==> src/rtl/imem_load_arbiter.sv <==
// Purpose: owns the instruction ROM port and shares it between CPU fetch and a serial program loader.
// Latency: RUN passes cpu_addr to mem_addr combinationally; a word is written the cycle after its 4th byte.
// Backpressure: byte_ready is high only in WAIT/RECV, so bytes offered during WRITE/FINISH/RUN stay with the UART.
//
// Ports:
//   clock, reset      - system clock, synchronous active-high reset
//   load_req          - one-cycle pulse that starts a download (honoured in RUN only)
//   byte_valid/_data  - byte stream from the UART receiver; byte_ready accepts it
//   cpu_addr          - CPU fetch word address (PC[15:2])
//   mem_addr/_wdata/_we - prgrom port
//   cpu_hold          - ORed into the CPU reset while a load is in progress
//   load_busy         - high in any state other than RUN
//   load_done         - one-cycle pulse on the first RUN cycle after a load
//   word_count        - words written by the current or most recent load
module imem_load_arbiter #(
    parameter int ADDR_W      = 14,
    parameter int TIMEOUT     = 100000,
    parameter int HOLD_CYCLES = 2
) (
    input  logic              clock,
    input  logic              reset,
    input  logic              load_req,
    input  logic              byte_valid,
    input  logic [7:0]        byte_data,
    output logic              byte_ready,
    input  logic [ADDR_W-1:0] cpu_addr,
    output logic [ADDR_W-1:0] mem_addr,
    output logic [31:0]       mem_wdata,
    output logic              mem_we,
    output logic              cpu_hold,
    output logic              load_busy,
    output logic              load_done,
    output logic [ADDR_W:0]   word_count
);

    localparam int IDLE_W = $clog2(TIMEOUT + 1);
    localparam int HOLD_W = (HOLD_CYCLES > 1) ? $clog2(HOLD_CYCLES) : 1;
    localparam logic [ADDR_W:0] WC_MAX = {1'b1, {ADDR_W{1'b0}}};

    typedef enum logic [2:0] {
        S_RUN,
        S_WAIT,
        S_RECV,
        S_WRITE,
        S_FINISH
    } state_t;

    state_t              r_state;
    state_t              w_state_nxt;
    logic [ADDR_W-1:0]   r_wptr;
    logic [31:0]         r_word;
    logic [1:0]          r_bcnt;
    logic [IDLE_W-1:0]   r_idle;
    logic                r_final;
    logic [HOLD_W-1:0]   r_hold;
    logic                r_done;
    logic [ADDR_W:0]     r_wcount;

    logic                w_accept;
    logic                w_timeout;
    logic                w_ptr_last;
    logic [31:0]         w_padded;

    assign w_accept   = byte_valid & byte_ready;
    // The cycle that would take the idle count to TIMEOUT ends the load.
    assign w_timeout  = !w_accept && (r_idle == IDLE_W'(TIMEOUT - 1));
    assign w_ptr_last = &r_wptr;

    // Left-justify a partial word, zero-filling the missing low bytes.
    always_comb begin
        w_padded = r_word;
        case (r_bcnt)
            2'd1:    w_padded = {r_word[7:0], 24'h0};
            2'd2:    w_padded = {r_word[15:0], 16'h0};
            2'd3:    w_padded = {r_word[23:0], 8'h0};
            default: w_padded = r_word;
        endcase
    end

    always_ff @(posedge clock) begin
        if (reset) begin
            r_state <= S_RUN;
        end else begin
            r_state <= w_state_nxt;
        end
    end

    always_comb begin
        w_state_nxt = r_state;
        byte_ready  = 1'b0;
        mem_we      = 1'b0;
        mem_addr    = r_wptr;
        cpu_hold    = 1'b1;
        case (r_state)
            S_RUN: begin
                mem_addr = cpu_addr;
                cpu_hold = 1'b0;
                if (load_req) begin
                    w_state_nxt = S_WAIT;
                end
            end
            S_WAIT: begin
                byte_ready = 1'b1;
                if (w_accept) begin
                    w_state_nxt = S_RECV;
                end
            end
            S_RECV: begin
                byte_ready = 1'b1;
                if (w_accept && (r_bcnt == 2'd3)) begin
                    w_state_nxt = S_WRITE;
                end else if (w_timeout) begin
                    w_state_nxt = (r_bcnt != 2'd0) ? S_WRITE : S_FINISH;
                end
            end
            S_WRITE: begin
                mem_we = 1'b1;
                // A full ROM ends the load exactly like a timeout does.
                w_state_nxt = (r_final || w_ptr_last) ? S_FINISH : S_RECV;
            end
            S_FINISH: begin
                if (r_hold == HOLD_W'(HOLD_CYCLES - 1)) begin
                    w_state_nxt = S_RUN;
                end
            end
            default: begin
                w_state_nxt = S_RUN;
            end
        endcase
    end

    always_ff @(posedge clock) begin
        if (reset) begin
            r_wptr   <= '0;
            r_word   <= '0;
            r_bcnt   <= '0;
            r_idle   <= '0;
            r_final  <= 1'b0;
            r_hold   <= '0;
            r_done   <= 1'b0;
            r_wcount <= '0;
        end else begin
            r_done <= (r_state == S_FINISH) && (w_state_nxt == S_RUN);
            r_hold <= '0;
            case (r_state)
                S_RUN: begin
                    if (load_req) begin
                        r_wptr   <= '0;
                        r_wcount <= '0;
                        r_bcnt   <= '0;
                        r_word   <= '0;
                        r_idle   <= '0;
                        r_final  <= 1'b0;
                    end
                end
                S_WAIT, S_RECV: begin
                    if (w_accept) begin
                        r_word <= {r_word[23:0], byte_data};
                        r_bcnt <= r_bcnt + 2'd1;
                        r_idle <= '0;
                    end else if (r_state == S_RECV) begin
                        r_idle <= r_idle + IDLE_W'(1);
                        if (w_timeout && (r_bcnt != 2'd0)) begin
                            r_word  <= w_padded;
                            r_final <= 1'b1;
                        end
                    end
                end
                S_WRITE: begin
                    r_wptr <= r_wptr + ADDR_W'(1);
                    if (r_wcount != WC_MAX) begin
                        r_wcount <= r_wcount + (ADDR_W + 1)'(1);
                    end
                    r_bcnt <= '0;
                    r_idle <= '0;
                end
                S_FINISH: begin
                    r_hold  <= r_hold + HOLD_W'(1);
                    r_final <= 1'b0;
                end
                default: begin
                    r_final <= 1'b0;
                end
            endcase
        end
    end

    assign mem_wdata  = r_word;
    assign load_busy  = (r_state != S_RUN);
    assign load_done  = r_done;
    assign word_count = r_wcount;

endmodule

==> config.mk <==
export PLATFORM = sky130hd
export DESIGN_NAME = imem_load_arbiter
export DESIGN_NICKNAME = d
export VERILOG_FILES = /design/src/rtl/imem_load_arbiter.sv
export SDC_FILE = /design/constraint.sdc
export NUM_CORES = 1
export LEC_CHECK = 0
export ABC_AREA = 1
export ABC_CLOCK_PERIOD_IN_PS = 3020
export BUFFER_PORTS_ARGS = -buffer_cell sky130_fd_sc_hd__buf_2
export CAP_MARGIN = 20
export CORE_MARGIN = 5
export CORE_UTILIZATION = 60
export DETAILED_ROUTE_END_ITERATION = 6
export GPL_ROUTABILITY_DRIVEN = 0
export PLACE_DENSITY = 0.85
export SLEW_MARGIN = 20
export SYNTH_ARGS = -nofsm -noshare
export SYNTH_HDL_FRONTEND = slang
export SYNTH_SLANG_ARGS = --single-unit
export TNS_END_PERCENT = 30
==> constraint.sdc <==
create_clock -name clock -period 3.02 [get_ports clock]
set_input_delay 0.604 -clock clock [delete_from_list [all_inputs] [get_ports clock]]
set_output_delay 0.604 -clock clock [all_outputs]
set_load 0.005 [all_outputs]
* Word-level counts from Yosys, hierarchy flattened
Index checks and enable logic that the tools add are counted.
Cells by class: add/sub/neg operators 5, equal/unequal tests 18, muxes and demuxes 35, bitwise gates (word level) 3, reduce and logical (&&, ||, !) cells 22
Operator list (number):
- $mux W32 | 4
- $pmux W32 S3 | 1
- $pmux W32 S2 | 1
- $mux W17 | 3
- $pmux W17 S3 | 1
- $mux W15 | 2
- $pmux W15 S2 | 1
- $mux W14 | 2
- $pmux W14 S2 | 1
- $mux W3 | 7
- $add A17 B1 Y17 const B | 1
- $eq A17 B17 Y1 const B | 1
- $add A15 B1 Y15 const B | 1
- $ne A15 B15 Y1 const B | 1
- $pmux W3 S5 | 1
- $add A14 B1 Y14 const B | 1
- $reduce_and A14 Y1 | 1
- $reduce_and A5 Y1 | 2
- $reduce_and A3 Y1 | 3
- $mux W1 | 7
- $eq A3 B2 Y1 const B | 2
- $logic_not A3 Y1 | 2
- $ne A2 B1 Y1 const B | 3
- $ne A2 B2 Y1 const B | 3
- 20 further kinds | 31
Storage, ports and cells: flip-flop bits (word level) 86, input bits 26, word-level logic and storage cells 92

* Logic depth before layout (Yosys ltp)
depth after elaboration 11, gate-level depth with buffers 13

* Worst setup path before layout
Ideal clock, no wire load.
kind register -> output, start point register r_state[0], end point output port mem_addr[11], arrival 1194 ps, data required time 2416 ps, slack 1222 ps, stages on the path, launching flop included 8, path through dfxtp_1 > buf_2 > nor2_2 > nand2_4 > inv_1 > clkbuf_1 > nand2_1 > o21ai_0
Between the ends: longest elaborated chain between the ends 2
Ends and longest elaborated chain:
- start: declaration | line 48 | state_t r_state;
- start signal: assignment | line 84 | r_state <= w_state_nxt;
- $logic_not A3 Y1 | line 94 | case (r_state)
- $mux W14 | line 94
- end: declaration | line 27 | output logic [ADDR_W-1:0] mem_addr,
Every way passes these cells.

* Worst setup path after layout
start point register r_state[0], end point output port mem_addr[12]
The elaborated chain is that of the path after synthesis.

==> summary.md <==
| Metric | Value |
|---|---|
| Post-Synthesis Net Count | 833 |
| CP max-delay cell | dfxtp_1 |
| Detailed placer's ending HPWL | 9200 um |
| Vias per std cell | 5.51 |
| Num Clock Sinks | 86 |
| Most instantiated cells after synthesis | nand2_1, nor2_1, nand3_1 |
| Ordered cell list for the critical path | nor2_2, nand2_4, inv_1, buf_4, nand2_1, o21ai_0, buf_2 |
| Number of setup violations in the final report | 0 |
| CP Launch Point | r_state[0]$_SDFF_PP0_ |
| Worst min-delay path class | reg -> reg |
| Antenna violations before repair | 0 |
| Critical hold path startpoint | r_hold$_SDFF_PP0_ |
| Depth of the most critical reg-to-reg path | 9 |
| Highest attainable clock frequency | 405 MHz |
| Setup slack at placement | 0.708 ns |
| Ratio of cells with drive above 1 in the final layout | 15.4% |
| # rows | 33 |
| Violation count after the first detailed-routing iteration | 430 |
| IO Pins | 92 |
| WP data required | 2.42 ns |
| Final Hold Vio Count | 0 |
| Leading area contributor after synthesis | dfxtp_1 |
| Width of the die | 101 um |
| Post-synthesis to final-layout area growth | 14.1% |
| Buffers and inverters on the worst path | 3 |
| Worst Setup End Kind | primary output |
| Port-buffer cells | 91 |
| Cts bufs inserted | 9 |
| Wire length of the first global-routing pass | 21800 um |
| Largest net degree at the start of global routing | 65 |
| Number of distinct library cells after synthesis | 34 |
| Total placed cells including tap cells | 968 |
| Number of storage elements in the synthesis netlist | 86 |
| Final setup TNS | 0 ns |
| Least setup slack across all paths after layout | 0.552 ns |
| Clock latency at the later pin of the worst-skew pair | 0.37 ns |
| Final instance count without filler cells | 984 |
| Syn avg cell area | 6.25 um2 |
| CTS clk-pin slew, worst paths | 0.09 ns |
| Maximum Capacitance Violations | 0 |
| Avg WL per Cell | 13.0 um |
| Via count of the first global-routing pass | 4949 |
| WP data arrival | 1.86 ns |
| Post-CTS Setup Repair Bufs | 0 |
| Cell types occupying the most area after synthesis | dfxtp_1, nand2_1, nand3_1, a21oi_1, nor2_1 |
| Max-slew violations | 0 |
| Seq/Total Area, Yosys | 34.5% |
| Number of instances in the synthesized netlist | 799 |
| Most instantiated flip-flop cell in the synthesis netlist | dfxtp_1 |
| Crit path max-delay family | buffers and inverters |
| Top cell type's share of synthesized area | 34.5% |
| Clk root buf | clkbuf_8 |
| Critical path type | reg -> out |
| Slowest stage delay, CP | 0.40 ns |
| DR pass1 iterations | 5 |
| Remaining routing DRC violations | 0 |
| Placeable core region | 8180 um2 |
| Number of buffers between clock root and the deepest sink | 2 |
| Worst slew margin relative to its limit | 63.3% |
| Maximum clock skew at final layout | 0.00923 ns |
| Effective utilization at floorplan | 61.0% |
| Minimum period implied by the final worst setup slack | 2.47 ns |
| # H-tree levels | 3 |
| Worst slack on hold paths | 0.436 ns |
| PwrDens | 491 nW/um2 |
| Share of async-settable or async-resettable flops after synthesis | 0% |
| Reg2Reg Setup Slack | 0.79 ns |
| Number of hold-repair buffers added at the cts stage | 0 |
| Peak fanout along the critical path | 14 |
| ANT nets after route | 0 |
| Launching element type of the critical path | register |
| Final antenna diode count | 0 |
| Total routing resource utilization after global routing | 25.6% |
| Setup repair after global routing missed its margin | false |
| Leakage power | 2.56 nW |
| Synthesized cell area | 4990 um2 |
| Peak supply drop | 0.000280 V |
| EDFF count, synth | 0 |
| Fraction of the cycle the final worst path needs | 81.7% |
| Warnings, synthesis | 0 |
| Transition at the pin with the smallest max-transition slack | 0.547 ns |
| Number of instances resized during post-cts repair | 0 |
| Overall die area | 10200 um2 |
| CTS tree | built |
| Overall via count from detail_route | 5422 |
| Residual overflow from global routing | 0 |
| Die outline height | 101 um |
| Outcome | finished, final reports clean |
| End of the worst hold path | r_hold$_SDFF_PP0_ |
| Most instantiated library cell after synthesis | nand2_1 |
| Hold Crit Depth | 1 |
| Wire length after detailed routing | 12800 um |
| # nets final | 908 |
| Reg2reg end | r_state[0]$_SDFF_PP0_ |
| Reg-to-reg startpoint | r_state[0]$_SDFF_PP0_ |
| Post-layout util | 69.7% |
worst register-to-register path, cell delays in order, from the launching register on:
cell      delay [ns]
dfxtp_1         0.49
inv_1           0.07
nand3_1         0.13
nand2_1         0.09
nand2_1         0.27
clkinv_1        0.55
nand2_1         0.25
nand2_1         0.09
nand2_1         0.09
a31oi_1         0.08
report_power, final:
| part | switching (mW) | internal (mW) | leakage [nW] |
|---|---|---|---|
| combinational | 0.372 | 0.228 | 1.75 |
| sequential | 0.0641 | 1.20 | 0.700 |
| clock | 0.439 | 0.493 | 0.109 |
| total | 0.874 | 1.92 | 2.56 |
area by class of cell:
type                       count  area [um2]
multi-input combinational    598        2770
fill                         708        2480
sequential                    86        1720
timing repair buffer          98         533
inverter                      81         304
clock buffer                  10         138
tap                          105         131
clock inverter                 6        92.6
cell usage in the layout, fill, tap and decap left out, types with 8 or more instances in the layout:
cell type,synthesis,routed
nor3_1,17,17
nor2_1,94,94
inv_1,74,74
nand2_1,222,222
clkbuf_8,0,10
o21ai_0,37,37
buf_2,11,91
nand3_1,89,89
nand4_1,13,13
dfxtp_1,86,86
a21oi_1,76,76
ha_1,8,8
how the worst max path moves through the flow:
stage / end / slack [ns] / cells past startpoint
2_1_floorplan: mem_addr[11] / 1.22 / 7
3_3_place_gp: mem_wdata[27]$_SDFFE_PP0P_ / 0.73 / 12
3_5_place_dp: mem_wdata[27]$_SDFFE_PP0P_ / 0.71 / 12
4_1_cts: mem_addr[12] / 0.54 / 7
5_1_grt: mem_addr[12] / 0.34 / 7
6_report: mem_addr[12] / 0.55 / 7
flip-flops by register name (all words and copies together) (netlist names):
register	flops
r_wptr	14
load_done	1
r_idle	17
mem_wdata	32
r_final	1
word_count	15
r_hold	1
r_state	3
r_bcnt	2
routing by layer:
layer,track usage [%],up-vias,wire (um)
met5,0,-,0
met4,7.87,0,158
met3,4.27,15,904
met2,42.8,195,6070
met1,33.9,2454,5670
li1,-,2758,-
stage by stage:
| step | power [mW] | instance area [um2] |
|---|---|---|
| 3_3_place_gp | 1.86 | 5460 |
| 4_1_cts | 2.80 | 5690 |
| 2_1_floorplan | 1.70 | 4990 |
| 6_report | 2.79 | 5690 |
| 3_5_place_dp | 1.88 | 5460 |
| 5_1_grt | 2.94 | 5690 |
kinds of logic (layout without fill, tap and decap cells):
kind of cell,after synthesis,in the layout,share of synthesized area (%)
AND/OR/NAND/NOR,450,450,38.1
AO/OA/AOI/OAI,139,139,15.3
adder cells (fa/ha/maj),8,8,2.01
flip-flops,86,86,34.5
XOR/XNOR,1,1,0.176
buffers and inverters,115,195,9.90
Power figures use the tool's default switching activity.
